--- src/rtl/alu_seq_pkg.sv ---
// alu_seq_pkg: shared definitions for the ALU command sequencer.
//   - opcode constants of the attached alu and the highest legal opcode
//   - sequencer state encoding
//   - is_flag_op(): 1 for opcodes whose alu flag output carries meaning
package alu_seq_pkg;

   localparam logic [3:0] OP_AND = 4'h0;
   localparam logic [3:0] OP_OR  = 4'h1;
   localparam logic [3:0] OP_ADD = 4'h2;
   localparam logic [3:0] OP_INC = 4'h3;
   localparam logic [3:0] OP_DEC = 4'h4;
   localparam logic [3:0] OP_NOT = 4'h5;
   localparam logic [3:0] OP_SUB = 4'h6;
   localparam logic [3:0] OP_XOR = 4'h7;
   localparam logic [3:0] OP_SHL = 4'h8;
   localparam logic [3:0] OP_SHR = 4'h9;
   localparam logic [3:0] OP_MAX = OP_SHR;

   typedef enum logic [1:0] {
      ST_IDLE    = 2'd0,
      ST_ISSUE   = 2'd1,
      ST_CAPTURE = 2'd2,
      ST_RESP    = 2'd3
   } state_t;

   // Carry/borrow for ADD/SUB, shifted-out bit for SHL/SHR.
   function automatic logic is_flag_op(input logic [3:0] op);
      return (op == OP_ADD) || (op == OP_SUB) || (op == OP_SHL) || (op == OP_SHR);
   endfunction

endpackage

--- src/rtl/alu_seq_regfile.sv ---
// alu_seq_regfile: NREG x ancho operand registers.
//   clk, rst_n            clock, synchronous active-low reset (clears all)
//   ld, addr_a, addr_b    latch reg[addr_a]/reg[addr_b] into data_a/data_b
//   data_a, data_b        latched operands (drive the alu directly)
//   wb_en/addr/data       sequencer writeback port (highest priority)
//   wr_en/addr/data       host write port, dropped on a same-address writeback
//   rd_addr, rd_data      asynchronous host read
module alu_seq_regfile
   import alu_seq_pkg::*;
#(
   parameter int ancho = 4,
   parameter int NREG  = 4,
   localparam int AW   = $clog2(NREG)
) (
   input  logic             clk,
   input  logic             rst_n,
   input  logic             ld,
   input  logic [AW-1:0]    addr_a,
   input  logic [AW-1:0]    addr_b,
   output logic [ancho-1:0] data_a,
   output logic [ancho-1:0] data_b,
   input  logic             wb_en,
   input  logic [AW-1:0]    wb_addr,
   input  logic [ancho-1:0] wb_data,
   input  logic             wr_en,
   input  logic [AW-1:0]    wr_addr,
   input  logic [ancho-1:0] wr_data,
   input  logic [AW-1:0]    rd_addr,
   output logic [ancho-1:0] rd_data
);

   logic [ancho-1:0] regs [NREG];

   always_ff @(posedge clk) begin
      if (!rst_n) begin
         regs   <= '{default: '0};
         data_a <= '0;
         data_b <= '0;
      end else begin
         for (int i = 0; i < NREG; i++) begin
            if (wb_en && (wb_addr == AW'(i)))
               regs[i] <= wb_data;
            else if (wr_en && (wr_addr == AW'(i)))
               regs[i] <= wr_data;
         end
         // Operands are the pre-writeback values, so srca==srcb==dst is safe.
         if (ld) begin
            data_a <= regs[addr_a];
            data_b <= regs[addr_b];
         end
      end
   end

   assign rd_data = regs[rd_addr];

endmodule

--- src/rtl/alu_seq_ctrl.sv ---
// alu_seq_ctrl: one-command-at-a-time sequencer for the combinational alu.
//   clk, rst_n                  clock, synchronous active-low reset
//   cmd_*                       command handshake and fields (op, srca, srcb, dst, flagin)
//   wr_*, rd_*                  host register write / async read
//   alu_a/b/ctrl/flagin         registered alu inputs
//   alu_result, alu_flags       alu outputs
//   rsp_*                       response handshake with result, flag, illegal-op error
//   busy                        sequencer not idle
//
// state      | meaning
// -----------+-----------------------------------------------
// ST_IDLE    | ready for a command; operands latched on accept
// ST_ISSUE   | alu inputs settle for one cycle
// ST_CAPTURE | result/flag captured, writeback to dst
// ST_RESP    | rsp_valid held until rsp_ready
module alu_seq_ctrl
   import alu_seq_pkg::*;
#(
   parameter int ancho = 4,
   parameter int NREG  = 4,
   localparam int AW   = $clog2(NREG)
) (
   input  logic             clk,
   input  logic             rst_n,
   input  logic             cmd_valid,
   output logic             cmd_ready,
   input  logic [3:0]       cmd_op,
   input  logic [AW-1:0]    cmd_srca,
   input  logic [AW-1:0]    cmd_srcb,
   input  logic [AW-1:0]    cmd_dst,
   input  logic             cmd_flagin,
   input  logic             wr_en,
   input  logic [AW-1:0]    wr_addr,
   input  logic [ancho-1:0] wr_data,
   input  logic [AW-1:0]    rd_addr,
   output logic [ancho-1:0] rd_data,
   output logic [ancho-1:0] alu_a,
   output logic [ancho-1:0] alu_b,
   output logic [3:0]       alu_ctrl,
   output logic             alu_flagin,
   input  logic [ancho-1:0] alu_result,
   input  logic             alu_flags,
   output logic             rsp_valid,
   input  logic             rsp_ready,
   output logic [ancho-1:0] rsp_result,
   output logic             rsp_flag,
   output logic             rsp_err,
   output logic             busy
);

   state_t          state, state_nxt;
   logic            accept;
   logic            capture;
   logic            op_legal;
   logic [AW-1:0]   dst_q;
   logic            err_q;

   assign op_legal = (cmd_op <= OP_MAX);

   always_ff @(posedge clk) begin
      if (!rst_n) state <= ST_IDLE;
      else        state <= state_nxt;
   end

   always_comb begin
      state_nxt = state;
      cmd_ready = 1'b0;
      rsp_valid = 1'b0;
      accept    = 1'b0;
      capture   = 1'b0;
      case (state)
         ST_IDLE: begin
            cmd_ready = 1'b1;
            if (cmd_valid) begin
               accept    = 1'b1;
               state_nxt = ST_ISSUE;
            end
         end
         ST_ISSUE:   state_nxt = ST_CAPTURE;
         ST_CAPTURE: begin
            capture   = 1'b1;
            state_nxt = ST_RESP;
         end
         ST_RESP: begin
            rsp_valid = 1'b1;
            if (rsp_ready) state_nxt = ST_IDLE;
         end
         default:    state_nxt = ST_IDLE;
      endcase
   end

   assign busy = (state != ST_IDLE);

   always_ff @(posedge clk) begin
      if (!rst_n) begin
         alu_ctrl   <= '0;
         alu_flagin <= 1'b0;
         dst_q      <= '0;
         err_q      <= 1'b0;
         rsp_result <= '0;
         rsp_flag   <= 1'b0;
         rsp_err    <= 1'b0;
      end else begin
         if (accept) begin
            dst_q <= cmd_dst;
            if (op_legal) begin
               alu_ctrl   <= cmd_op;
               alu_flagin <= cmd_flagin;
               err_q      <= 1'b0;
            end else begin
               alu_ctrl <= OP_AND;
               err_q    <= 1'b1;
            end
         end
         if (capture) begin
            if (err_q) begin
               rsp_result <= '0;
               rsp_flag   <= 1'b0;
               rsp_err    <= 1'b1;
            end else begin
               rsp_result <= alu_result;
               // Flag of non-flag ops may be x/garbage; never let it through.
               rsp_flag   <= is_flag_op(alu_ctrl) && alu_flags;
               rsp_err    <= 1'b0;
            end
         end
      end
   end

   alu_seq_regfile #(.ancho(ancho), .NREG(NREG)) u_regfile (
      .clk     (clk),
      .rst_n   (rst_n),
      .ld      (accept && op_legal),
      .addr_a  (cmd_srca),
      .addr_b  (cmd_srcb),
      .data_a  (alu_a),
      .data_b  (alu_b),
      .wb_en   (capture && !err_q),
      .wb_addr (dst_q),
      .wb_data (alu_result),
      .wr_en   (wr_en),
      .wr_addr (wr_addr),
      .wr_data (wr_data),
      .rd_addr (rd_addr),
      .rd_data (rd_data)
   );

endmodule

--- config.mk ---
export PLATFORM = sky130hd
export DESIGN_NAME = alu_seq_ctrl
export DESIGN_NICKNAME = d
export VERILOG_FILES = /design/src/rtl/alu_seq_pkg.sv /design/src/rtl/alu_seq_regfile.sv /design/src/rtl/alu_seq_ctrl.sv
export SDC_FILE = /design/constraint.sdc
export NUM_CORES = 1
export LEC_CHECK = 0
export CORE_ASPECT_RATIO = 1.25
export CORE_MARGIN = 3
export CORE_UTILIZATION = 40
export DETAILED_ROUTE_END_ITERATION = 6
export PLACE_DENSITY_LB_ADDON = 0.05
export SYNTH_ARGS = -nofsm -noshare
export SYNTH_HDL_FRONTEND = slang
export SYNTH_HIERARCHICAL = 1
export SYNTH_SLANG_ARGS = --single-unit
--- constraint.sdc ---
create_clock -name clk -period 2.5 [get_ports clk]
set_clock_uncertainty 0.2 [all_clocks]
set_input_delay 0.5 -clock clk [delete_from_list [all_inputs] [get_ports clk]]
set_output_delay 0.5 -clock clk [all_outputs]
set_load 0.02 [all_outputs]
Yosys cells after proc, flatten, opt, wreduce, memory -nomap -nowiden
Cells that the tools add are included.
{"block": "classes", "add_sub_neg": 0, "mul": 0, "n_div": 0, "order_cmp": 4, "n_eq_ne": 15, "n_shift": 0, "mux": 30, "n_bitwise": 3, "reduce_logical": 25}
{"cell": "2-to-1 mux 4 bit", "count": 16}
{"cell": "binary-select mux 4 bit (select 2 bit)", "count": 3}
{"cell": "equality test 2 bit (second input constant)", "count": 6}
{"cell": "logical AND 1 bit", "count": 11}
{"cell": "nonzero test 2 bit", "count": 5}
{"cell": ">= comparator 3 bit (second input constant)", "count": 3}
{"cell": "inverter 2 -> 3 bit", "count": 3}
{"cell": "equality test 4 bit (second input constant)", "count": 2}
{"cell": "2-to-1 mux 1 bit", "count": 8}
{"cell": "one-hot mux 2 bit (4 select lines)", "count": 1}
{"cell": "equality test 2 x 1 -> 1 bit (second input constant)", "count": 3}
{"cell": "logical NOT 2 bit", "count": 3}
{"cell": "equality test 4 x 2 -> 1 bit (second input constant)", "count": 1}
{"cell": "equality test 4 x 3 -> 1 bit (second input constant)", "count": 1}
{"cell": "<= comparator 4 bit (second input constant)", "count": 1}
{"cell": "2-to-1 mux 2 bit", "count": 2}
{"cell": "inequality test 2 bit (second input constant)", "count": 2}
{"cell": "AND reduction 2 bit", "count": 2}
{"cell": "logical OR 1 bit", "count": 3}
{"cell": "logical NOT 1 bit", "count": 1}
{"block": "totals", "regBits": 40, "latch_bits": 0, "mem_bits_rw": 0, "mem_bits_ro": 0, "input_bits": 29, "output_inout_bits": 26, "word_cells": 91, "memories": 0}

Depth between registers and ports, before layout
{"block": "logic_depth", "word_depth": 6, "depth_mapped": 8, "depth_no_buf": 6}

Hierarchy
The synthesis kept the hierarchy.
{"mod": "alu_seq_regfile", "instances": 1, "cells_per_inst": 116, "area_each_um2": 1331.3, "seq_area_each_um2": 480.5}
{"mod": "alu_seq_ctrl", "instances": 1, "cells_per_inst": 85, "area_each_um2": 723.2, "seq_area_each_um2": 320.3}

Worst setup path before layout
Ideal clock, no wire load.
{"block": "synth_path", "path_kind": "flip-flop to flip-flop", "start": "register state[0]", "end": "register u_regfile/regs[12] (netlist name)", "setup_ps": 127, "arrival_ps": 1638, "required_time_ps": 2173, "path_slack_ps": 535, "stages_incl_launch_ff": 9, "n_path_buf": 2, "synth_period_minus_slack_ps": 1965, "path_cell_list": "dfxtp_1 > inv_1 > ha_1 > nor2b_1 > buf_2 > or3b_1 > clkbuf_1 > o21ai_0 > a21oi_1"}
{"block": "synth_via", "elab_chain_len": 5, "word_cells_on_any_way": 6, "classes_between": "1 x eq/ne; 2 x mux; 3 x reduce/logical"}
{"element": "from (decl)", "line": "alu_seq_ctrl.sv:51", "rtl": "state_t state, state_nxt;"}
{"element": "from (signal assigned)", "line": "alu_seq_ctrl.sv:62", "rtl": "else state <= state_nxt;"}
{"element": "equality test 2 bit *", "line": "alu_seq_ctrl.sv:71", "rtl": "case (state)"}
{"element": "2-to-1 mux 1 bit *", "line": "alu_seq_ctrl.sv:71"}
{"element": "logical AND 1 bit *", "line": "alu_seq_ctrl.sv:138", "rtl": ".wb_en (capture && !err_q),"}
{"element": "logical AND 1 bit *", "line": "alu_seq_regfile.sv:41", "rtl": "if (wb_en && (wb_addr == AW'(i)))"}
{"element": "2-to-1 mux 4 bit / nonzero test 2 bit (equally long branches)"}
{"element": "to (signal, indexed assignment)", "line": "alu_seq_regfile.sv:42", "rtl": "regs[i] <= wb_data;"}
{"element": "to (signal, indexed assignment)", "line": "alu_seq_regfile.sv:44", "rtl": "regs[i] <= wr_data;"}
{"element": "to (decl)", "line": "alu_seq_regfile.sv:32", "rtl": "logic [ancho-1:0] regs [NREG];"}
Mark *: on every way between the ends. The rest lies on a longest branch, timed or not.
A chain may end at the register's enable or synchronous reset.

Final worst setup path
{"block": "layout_path", "start": "register state[0]", "end": "output port cmd_ready"}
{"block": "layout_via", "elab_chain_len": 2}
{"element": "logical NOT 2 bit", "line": "alu_seq_ctrl.sv:71"}
{"element": "2-to-1 mux 1 bit", "line": "alu_seq_ctrl.sv:71"}
{"element": "to (decl)", "line": "alu_seq_ctrl.sv:26", "rtl": "output logic cmd_ready,"}
Every way passes these cells.

==> key figures <==
Status
  – Status: finished, final reports clean

Min path
  – Hold Path Class: register to register
  – Worst min-delay path startpoint: alu_flagin

Clock network
  – H-tree levels: 2
  – CTS sink cnt: 40
  – Quantity of gates resized following cts: 16
  – Clock Tree Root: clkbuf_8
  – Worst-path clk slew: 0.08 ns
  – Post-CTS setup buffers: 0
  – Num CTS Buffers: 5
  – CTS Hold Bufs: 0
  – Clk_lat worst skew: 0.29 ns
  – CTS max path bufs: 2
  – CTS tree: done

Finish
  – Antenna Cells: 0
  – Fillers: 460
  – Layout net count: about 290
  – Share of cells above drive strength 1: 9.73%
  – Synth-to-Final Area Change: 36.6%

Setup path
  – Worst setup EP type: output port
  – WS Path Type: register to output port
  – Worst R2R Start: state[0]
  – CP Launch Point: state[0]
  – Crit-path max FO: 10
  – Critical path required time: 1.80 ns
  – WP data arrival: 1.67 ns
  – Startpoint Class: register

Power and ir drop
  – Leak: 1.10 nW
  – Pwr dens: 811 nW/um^2
  – Peak supply drop: 0.000544 V

STA
  – Final setup violation count: 0
  – Clock period minus worst slack: 2.37 ns
  – Final TNS setup: 0 ns
  – Tightest Pin Transition: 0.358 ns
  – WHS: 0.264 ns
  – FMAX: 0.423 GHz
  – Setup repair after global routing missed its margin: no
  – Slew HR: 76.1%
  – Fin. max-slew vios: 0
  – Period utilization: 94.7%
  – Final Hold Vio Count: 0

Logic synthesis
  – Number of synthesis warnings: 6
  – Mapped Cells: 201
  – Mapped Avg Cell Area: 10.2 um^2
  – Yosys reg bits: 40
  – Top post-synthesis cells by area: dfxtp_1 39%, mux2i_1 13%, mux4_1 10%
  – Post-synthesis sequential area ratio: 39.0%
  – Mapped Nets: 234
  – Synth Area in Compound Gates: 11.9%
  – Largest family of logic cells by synthesized area: multiplexers
  – Post-Synth XOR/XNOR Area: 0%
  – Synth top area share: 39.0%
  – Simple logic cell fraction of the synthesized area: 15.0%
  – Multiplexer area fraction after synthesis: 27.3%
  – Synth area leader: dfxtp_1
  – Post-synth cell types: 27
  – Syn Std Cell Area: approximately 2100 um^2
  – Post-Synth Adder-Cell Area: 2.44%

Die
  – Die Ht: 86.1 um
  – Site Rows: 28
  – Die area: 6040 um^2
  – Die width: approximately 70 um
  – Number of placed I/O pins: 55
  – Starting density of the core: approximately 42%
  – Core ar.: 4830 um^2

Placement
  – HPWL after DPL: between 3000 and 4000 um
  – RePlAce Congestion: 0.751
  – Input/output buffers: 54

Detailed routing
  – Total wire length: slightly below 5000 um
  – DRC: 0
  – Via count: 1682
  – Vias per cell: 5.31
  – Avg WL per Cell: roughly 15 um
  – DRT iter0 DRCs: 88
  – TritonRoute pass-1 iters: 4
  – Post-DRT Antenna Nets: 0

GRT
  – Vias in the first global route: 1644
  – Gr usage total: approximately 17%
  – GRT overflow: 0
  – Largest net degree at the start of global routing: 19
  – First-pass GRT wire length: around 8000 um
  – Initial antenna violation count: 0

Job
  – Max Cap Viol: 0
[cells by family after synthesis]
logic type,Yosys count
AOI/OAI and AO/OA,49
adders and majority gates,4
buffers and inverters,18
DFF,40
muxes,38
and+or+nand+nor,52
[layout by cell type (no fill, tap or decap), types with 2 or more instances in the layout]
cell type        instances
clkdlybuf4s50_1         49
a21oi_1                 27
and3_1                   2
buf_6                    2
nor2_1                   6
mux4_1                   8
mux2i_1                 26
mux4_2                   4
buf_4                    6
o21ai_0                 21
nand4b_1                 2
bufinv_16                3
inv_1                    5
and3b_1                  2
nand3_1                  7
nand2_1                  9
ha_1                     3
nand3b_1                 3
clkbuf_8                 5
or3b_1                   3
dfxtp_1                 40
buf_2                    3
nor2b_1                 14
[state kept, by name, summed over array words and instances (netlist names)]
register / flops
state: 2
alu_flagin: 1
u_regfile/regs: 16
rsp_flag: 1
u_regfile/data_a: 4
err_q: 1
rsp_result: 4
u_regfile/data_b: 4
dst_q: 2
rsp_err: 1
alu_ctrl: 4
[final timing paths]
kind | endpoint | slack [ns] | cells after the start
setup / recovery | cmd_ready | 0.13 | 3
hold / removal | alu_flagin | 0.26 | 2
setup reg to reg | u_regfile/regs[15] | 0.66 | 6
hold reg to reg | alu_flagin | 0.26 | 2
[per-layer routing]
layer | global-route usage, % | vias to the layer above | part of all wire [%]
li1 | - | 844 | -
met1 | 20.6 | 776 | 45
met2 | 27.6 | 53 | 48
met3 | 4.34 | 9 | 4.5
met4 | 6.79 | 0 | 2.1
met5 | 0 | - | 0
[cell usage after synthesis]
master    count
a21oi_1      27
and3_1        2
and3b_1       2
buf_2         1
buf_4         2
buf_6         1
clkbuf_1      5
clkbuf_2      4
dfxtp_1      40
ha_1          4
inv_1         5
mux2i_1      26
mux4_1        8
mux4_2        4
nand2_1       9
nand3_1       7
nand3b_1      3
nand4b_1      2
nor2_1        6
nor2b_1      14
nor2b_4       1
nor3_1        1
nor3b_1       1
o21ai_0      21
o21ai_1       1
or3b_1        3
or4_1         1
[where the power goes]
| part | leakage (nW) | switching [mW] | internal, mW |
|---|---|---|---|
| sequential | 0.325 | 0.0698 | 0.727 |
| clock | 0.0784 | 0.235 | 0.499 |
| combinational | 0.698 | 0.365 | 0.379 |
[through the flow]
step / instance area, um^2 / utilization, % / total power [mW] / std cells / setup WS (ns)
after floorplan: 2050 / - / 1.29 / 201 / 0.535
after global placement: 2650 / 54.9 / 1.55 / 309 / -0.354
after detailed placement: 2650 / 54.9 / 1.56 / 309 / -0.366
after CTS: 2790 / 57.7 / 2.29 / 317 / 0.00798
after global routing: 2810 / 58.0 / 2.41 / 317 / 0.0524
final: 2810 / 58.0 / 2.28 / 317 / 0.133
[layout make-up]
class	instances	area [um^2]	area share, %
multi-input cells	143	1170	41.6
inverters	5	18.8	0.669
clock inverters	3	90.1	3.21
well taps	60	75.1	2.67
repair buffers	61	586	20.9
clock buffers	5	68.8	2.45
flip-flops and latches	40	801	28.5
[worst max-delay path, cell delays in order, from the launching register on]
cell and delay (ns):
dfxtp_1 0.32, inv_1 0.11, ha_2 0.31, clkdlybuf4s50_1 0.64
(Power assumes the default switching activity.)
